### src/rtl/chat_session_ctrl.sv
// Messenger session controller: user login with per-user password, retry lockout,
// and a scrollable circular history of received messages feeding the LCD muxes.
module chat_session_ctrl #(
    parameter int NUM_USERS   = 2,
    parameter int MSG_BYTES   = 16,
    parameter int HIST_DEPTH  = 4,
    parameter int MAX_TRIES   = 3,
    parameter int LOCK_CYCLES = 50000000,
    localparam int UW = (NUM_USERS > 1) ? $clog2(NUM_USERS) : 1,
    localparam int PW = $clog2(HIST_DEPTH),
    localparam int HW = $clog2(HIST_DEPTH + 1),
    localparam int MW = 8 * MSG_BYTES
) (
    input  logic                   clock,
    input  logic                   resetn,
    input  logic                   key_valid,
    input  logic [7:0]             key_ascii,
    input  logic                   rx_valid,
    input  logic [MW-1:0]          rx_msg,
    input  logic                   logout,
    input  logic [8*NUM_USERS-1:0] pw_table,
    output logic [2:0]             state,
    output logic [UW-1:0]          user_idx,
    output logic                   lcd_clear,
    output logic                   lockout,
    output logic [MW-1:0]          view_msg,
    output logic [HW-1:0]          hist_count
);

    localparam int TW = (LOCK_CYCLES > 1) ? $clog2(LOCK_CYCLES) : 1;
    localparam int CW = (MAX_TRIES > 1) ? $clog2(MAX_TRIES) : 1;
    localparam logic [7:0] KEY_FIRST = 8'h31;
    localparam logic [7:0] KEY_LAST  = 8'(8'h30 + NUM_USERS);
    localparam logic [7:0] KEY_OLDER = 8'h5B;
    localparam logic [7:0] KEY_NEWER = 8'h5D;

    typedef enum logic [2:0] {
        S_LOGIN     = 3'd0,
        S_PASSWORD  = 3'd1,
        S_SENDING   = 3'd2,
        S_RECEIVING = 3'd3,
        S_LOCKOUT   = 3'd4
    } state_e;

    state_e        state_q, state_d;
    logic [UW-1:0] user_q, user_d;
    logic [CW-1:0] tries_q, tries_d;
    logic [TW-1:0] timer_q, timer_d;
    logic [PW-1:0] wr_ptr_q, wr_ptr_d;
    logic [PW-1:0] view_off_q, view_off_d;
    logic [HW-1:0] count_q, count_d;
    logic          clear_q, clear_d;
    logic          lock_q;
    logic          push;
    logic          scroll;
    logic [PW-1:0] rd_idx;
    logic [MW-1:0] hist_q [HIST_DEPTH];

    // Priority: logout, then the running lockout timer (keys and rx are dead there),
    // then a history push, then the key decode. A push swallows a same-cycle key.
    always_comb begin
        state_d    = state_q;
        user_d     = user_q;
        tries_d    = tries_q;
        timer_d    = timer_q;
        wr_ptr_d   = wr_ptr_q;
        view_off_d = view_off_q;
        count_d    = count_q;
        push       = 1'b0;
        scroll     = 1'b0;
        if (logout) begin
            state_d    = S_LOGIN;
            user_d     = '0;
            tries_d    = '0;
            timer_d    = '0;
            view_off_d = '0;
            count_d    = '0;
        end else if (state_q == S_LOCKOUT) begin
            if (timer_q == '0) begin
                state_d = S_LOGIN;
                user_d  = '0;
            end else begin
                timer_d = timer_q - TW'(1);
            end
        end else if (rx_valid && (state_q == S_SENDING || state_q == S_RECEIVING)) begin
            push       = 1'b1;
            wr_ptr_d   = wr_ptr_q + PW'(1);
            view_off_d = '0;
            state_d    = S_RECEIVING;
            if (count_q != HW'(HIST_DEPTH)) begin
                count_d = count_q + HW'(1);
            end
        end else if (key_valid) begin
            case (state_q)
                S_LOGIN: begin
                    if (key_ascii >= KEY_FIRST && key_ascii <= KEY_LAST) begin
                        user_d  = UW'(key_ascii - KEY_FIRST);
                        state_d = S_PASSWORD;
                    end
                end
                S_PASSWORD: begin
                    if (key_ascii == pw_table[8*user_q +: 8]) begin
                        state_d = S_SENDING;
                        tries_d = '0;
                    end else if (int'(tries_q) + 1 < MAX_TRIES) begin
                        tries_d = tries_q + CW'(1);
                    end else begin
                        state_d = S_LOCKOUT;
                        timer_d = TW'(LOCK_CYCLES - 1);
                        tries_d = '0;
                    end
                end
                S_RECEIVING: begin
                    if (key_ascii == KEY_OLDER) begin
                        scroll = 1'b1;
                        if (HW'(view_off_q) + HW'(1) < count_q) begin
                            view_off_d = view_off_q + PW'(1);
                        end
                    end else if (key_ascii == KEY_NEWER) begin
                        scroll = 1'b1;
                        if (view_off_q != '0) begin
                            view_off_d = view_off_q - PW'(1);
                        end
                    end else begin
                        state_d    = S_SENDING;
                        view_off_d = '0;
                    end
                end
                default: ;
            endcase
        end
        clear_d = (state_d != state_q) || scroll;
    end

    always_ff @(posedge clock or negedge resetn) begin
        if (!resetn) begin
            state_q    <= S_LOGIN;
            user_q     <= '0;
            tries_q    <= '0;
            timer_q    <= '0;
            wr_ptr_q   <= '0;
            view_off_q <= '0;
            count_q    <= '0;
            clear_q    <= 1'b0;
            lock_q     <= 1'b0;
        end else begin
            state_q    <= state_d;
            user_q     <= user_d;
            tries_q    <= tries_d;
            timer_q    <= timer_d;
            wr_ptr_q   <= wr_ptr_d;
            view_off_q <= view_off_d;
            count_q    <= count_d;
            clear_q    <= clear_d;
            lock_q     <= (state_d == S_LOCKOUT);
        end
    end

    // Storage needs no reset: entries are only visible through count_q.
    always_ff @(posedge clock) begin
        if (push) begin
            hist_q[wr_ptr_q] <= rx_msg;
        end
    end

    assign rd_idx     = wr_ptr_q - PW'(1) - view_off_q;
    assign view_msg   = (count_q == '0) ? {MSG_BYTES{8'h20}} : hist_q[rd_idx];
    assign state      = state_q;
    assign user_idx   = user_q;
    assign lcd_clear  = clear_q;
    assign lockout    = lock_q;
    assign hist_count = count_q;

endmodule

### config.mk
export PLATFORM = sky130hd
export DESIGN_NAME = chat_session_ctrl
export DESIGN_NICKNAME = d
export VERILOG_FILES = /design/src/rtl/chat_session_ctrl.sv
export SDC_FILE = /design/constraint.sdc
export NUM_CORES = 1
export LEC_CHECK = 0
export CAP_MARGIN = 5
export CORE_ASPECT_RATIO = 1.2
export CORE_MARGIN = 4
export CORE_UTILIZATION = 33
export DETAILED_ROUTE_END_ITERATION = 10
export PLACE_DENSITY = 0.56
export SLEW_MARGIN = 20
export SYNTH_ARGS = -nofsm -noshare
export SYNTH_HDL_FRONTEND = slang
export SYNTH_SLANG_ARGS = --single-unit
export TNS_END_PERCENT = 30
### constraint.sdc
create_clock -name clock -period 8.6 [get_ports clock]
set_clock_uncertainty 0.15 [all_clocks]
set_input_delay 1.72 -clock clock [delete_from_list [all_inputs] [get_ports clock]]
set_output_delay 1.72 -clock clock [all_outputs]
set_load 0.01 [all_outputs]
==> results.yml <==
cells_and_area:
  areaGrowthSynthToFinish_pct: 26.9
  fin_nets: 1618
  final_cells: 2392
  drive_gt1_frac: 0.181
power_and_ir_drop:
  p_int_uw: 4480
  pwr-share-seq: 0.526
  peakVddDrop_mv: 0.171
  combPwrFrac: 0.032
  swShare: 0.198
  power_density_nw_per_um2: 200
  clkPwrFrac: 0.442
  leakage_uw: 0.00896
  power_switching_uw: 1100
setup_path:
  crit_cells: 6
  r2r_slack_ns: 4.77
  cp_slowest_cell: "buf_4"
  end_kind: "output port"
  cp_top_family: "buffers and inverters"
  critPathMaxStageDelay_ns: 0.69
  crit_fanout: 33
  crit_chain: "inv_1 > ha_4 > buf_4 > mux4_2 > or2_2 > clkdlybuf4s50_1"
  cp-start-kind: "flip-flop"
  crit_buf_inv: 3
  cp.required_ns: 6.73
  worstPathArrival_ns: 3.87
  r2r-end: "timer_q[20]$_DFFE_PN0P_"
  r2r-start: "timer_q[6]$_DFFE_PN0P_"
  cp-endpoint: "view_msg[13]"
  path_class: "flip-flop to output port"
  crit_start: "view_off_q[0]$_DFFE_PN0P_"
  rr_worst_depth: 8
timing:
  fmax_mhz: 174
  slew_headroom: 0.258
  max_slew.worst_pin.slew_ns: 1.11
  rsz0062_at_grt: "false"
  period_needed_ns: 5.74
  hold_viol_final: 0
  finalSetupTns_ns: 0
  layout_setup_ws_ns: 2.86
  fin_crit_sh: 0.667
  setup_viol: 0
  fin_hold_ws_ns: 0.345
  slew_violations: 0
clock_network:
  cts_root_buf: "clkbuf_16"
  holdBufCountCts: 0
  numCtsBuffers: 58
  h-tree-depth: 2
  clock_path_buffers: 3
  cts.sinks: 553
  post_cts_resized: 0
  clk_pin_slew_ns: 0.06
  post_cts_buffers: 0
  clock_latency_ns: 0.60
  cts_tree: "done"
die:
  die_w_um: 244
  io_pins: 294
  core_area_um2: 66000
  initial_core_util: 0.334
  die_y_um: 291
  rows: 103
  die-area_um2: 71100
logic_synthesis:
  synthesis.nets: 1302
  ys_ff_latch: 553
  yosysWarnings: 0
  async_flop_share: 0.0741
  syn_inst: 1132
  synth-edff-count: 512
  synth_flop_cell: "edfxtp_1"
  yosysUniqueCellTypes: 58
  syn_area_um2: 22100
  yosysSeqAreaShare: 0.743
  syn_avg_cell_area_um2: 19.5
route:
  via_per_inst: 4.80
  drtIter0Drc: 579
  top_layer: "met5"
  dr_wl_met3_mm: 3.08
  wl_mm: 51.8
  drt-met1-wl_mm: 20.6
  drtPass1Iterations: 5
  drc: 0
  avgRoutedWirePerCell_um: 21.7
  vias: 11484
  antenna_left: 0
  route.met2.wl_mm: 27.1
grt:
  antenna_found_initial: 4
  grt_max_degree: 107
  grt_first_pass_wirelength_mm: 79.0
  grt.total_usage: 0.145
  grt_pass1_vias: 12666
  grt_remaining_overflow: 0
placement:
  place.gp.congestion: 0.736
  hpwl_mm: 31.0
  io_buffers: 293
  dp_cells: 2279
  post-place-ws_ns: 3.34
run_status:
  status: "completed"
hold_path:
  hold_class: "flip-flop to flip-flop"
flow_run:
  cap_viol_max_count: 0
==> synthesized netlist by cell type (13+ instances only) <==
| cell type | n | area share |
|---|---|---|
| a21oi_1 | 17 | 0.0039 |
| nor2_1 | 33 | 0.0056 |
| nor2b_1 | 115 | 0.033 |
| xnor2_1 | 15 | 0.0060 |
| o21ai_0 | 31 | 0.0070 |
| dfrtp_1 | 41 | 0.046 |
| nand2_1 | 21 | 0.0036 |
| inv_1 | 14 | 0.0024 |
| mux4_2 | 128 | 0.13 |
| ha_1 | 13 | 0.0074 |
| clkbuf_1 | 40 | 0.0068 |
| or2_2 | 18 | 0.0051 |
| edfxtp_1 | 512 | 0.70 |
==> worst min path at each step <==
stage | endpoint | cells past startpoint | slack, ns | start
6_report | tries_q[0]$_DFFE_PN0P_ | 1 | 0.34 | tries_q[0]$_DFFE_PN0P_
3_5_place_dp | tries_q[0]$_DFFE_PN0P_ | 1 | 0.33 | tries_q[0]$_DFFE_PN0P_
2_1_floorplan | tries_q[0]$_DFFE_PN0P_ | 1 | 0.30 | tries_q[0]$_DFFE_PN0P_
4_1_cts | tries_q[0]$_DFFE_PN0P_ | 1 | 0.34 | tries_q[0]$_DFFE_PN0P_
5_1_grt | tries_q[0]$_DFFE_PN0P_ | 1 | 0.37 | tries_q[0]$_DFFE_PN0P_
3_3_place_gp | tries_q[0]$_DFFE_PN0P_ | 1 | 0.32 | tries_q[0]$_DFFE_PN0P_
==> state kept, by name, indices dropped and copies added, names as in the netlist, 2 cells and up <==
name / flops
hist_count: 3
view_off_q: 2
wr_ptr_q: 2
timer_q: 26
hist_q: 512
state: 3
tries_q: 2
==> logic make-up after synthesis <==
kind of cell / after synthesis / synth area share
flip-flops: 553 / 0.743
AND/OR/NAND/NOR: 246 / 0.0644
multiplexers: 141 / 0.137
AO/OA/AOI/OAI: 95 / 0.0302
buffers and inverters: 69 / 0.0124
XOR/XNOR: 15 / 0.00595
adder cells (fa/ha/maj): 13 / 0.00737
==> cells in the final DEF (no fill, tap or decap), types with 3 or more instances in the layout <==
cell type,count
a211oi_1,7
a21oi_1,17
a22o_1,3
a22o_2,6
and2_4,4
buf_4,14
bufinv_16,6
clkbuf_1,16
clkbuf_16,59
clkdlybuf4s50_1,292
clkinv_1,12
clkinv_2,10
clkinvlp_4,3
dfrtp_1,41
edfxtp_1,512
ha_1,12
inv_1,14
mux2i_1,12
mux4_2,128
nand2_1,21
nand2b_1,8
nand3_1,5
nand3b_1,3
nor2_1,33
nor2b_1,114
nor3_1,9
nor4_1,10
o21ai_0,31
o31ai_1,11
or2_2,18
or4_1,3
xnor2_1,14
==> layer usage <==
layer,up-vias,global-route usage
li1,5192,-
met1,5975,0.172
met2,246,0.259
met3,67,0.0404
met4,4,0.0364
met5,-,0
==> area by class of cell <==
class                           instances  area (um2)
Fill cell                            5901       38000
Sequential cell                       553       16400
Multi-Input combinational cell        510        5440
Timing Repair Buffer                  310        3100
Clock buffer                           75        1540
Tap cell                              892        1120
Clock inverter                         35         344
Inverter                               15        58.8
Antenna cell                            2        5.00
==> worst reg2reg max path: cells and delay by family (launching register included) <==
kind                   cells  cell delay [ns]
and+or+nand+nor            4             2.06
AOI/OAI and AO/OA          3             0.91
DFF                        1             0.44
buffers and inverters      1             0.14
==> stage by stage <==
| step | cell area (um2) | utilization | power [uW] |
|---|---|---|---|
| after global routing | 28000 | 0.424 | 5800 |
| after floorplan | 22100 | - | 3060 |
| final | 28000 | 0.424 | 5590 |
| after global placement | 26100 | 0.395 | 3170 |
| after detailed placement | 26100 | 0.395 | 3180 |
| after CTS | 28000 | 0.424 | 5670 |
==> power groups by stage <==
stage | registers (uW) | clock network, uW | logic (uW)
6_report | 2940 | 2470 | 178
5_1_grt | 2940 | 2670 | 193
2_1_floorplan | 3000 | 0 | 59.6
4_1_cts | 2940 | 2550 | 181
3_3_place_gp | 3000 | 0 | 175
3_5_place_dp | 3000 | 0 | 180
Note: power is estimated with default switching activity, not from simulation.
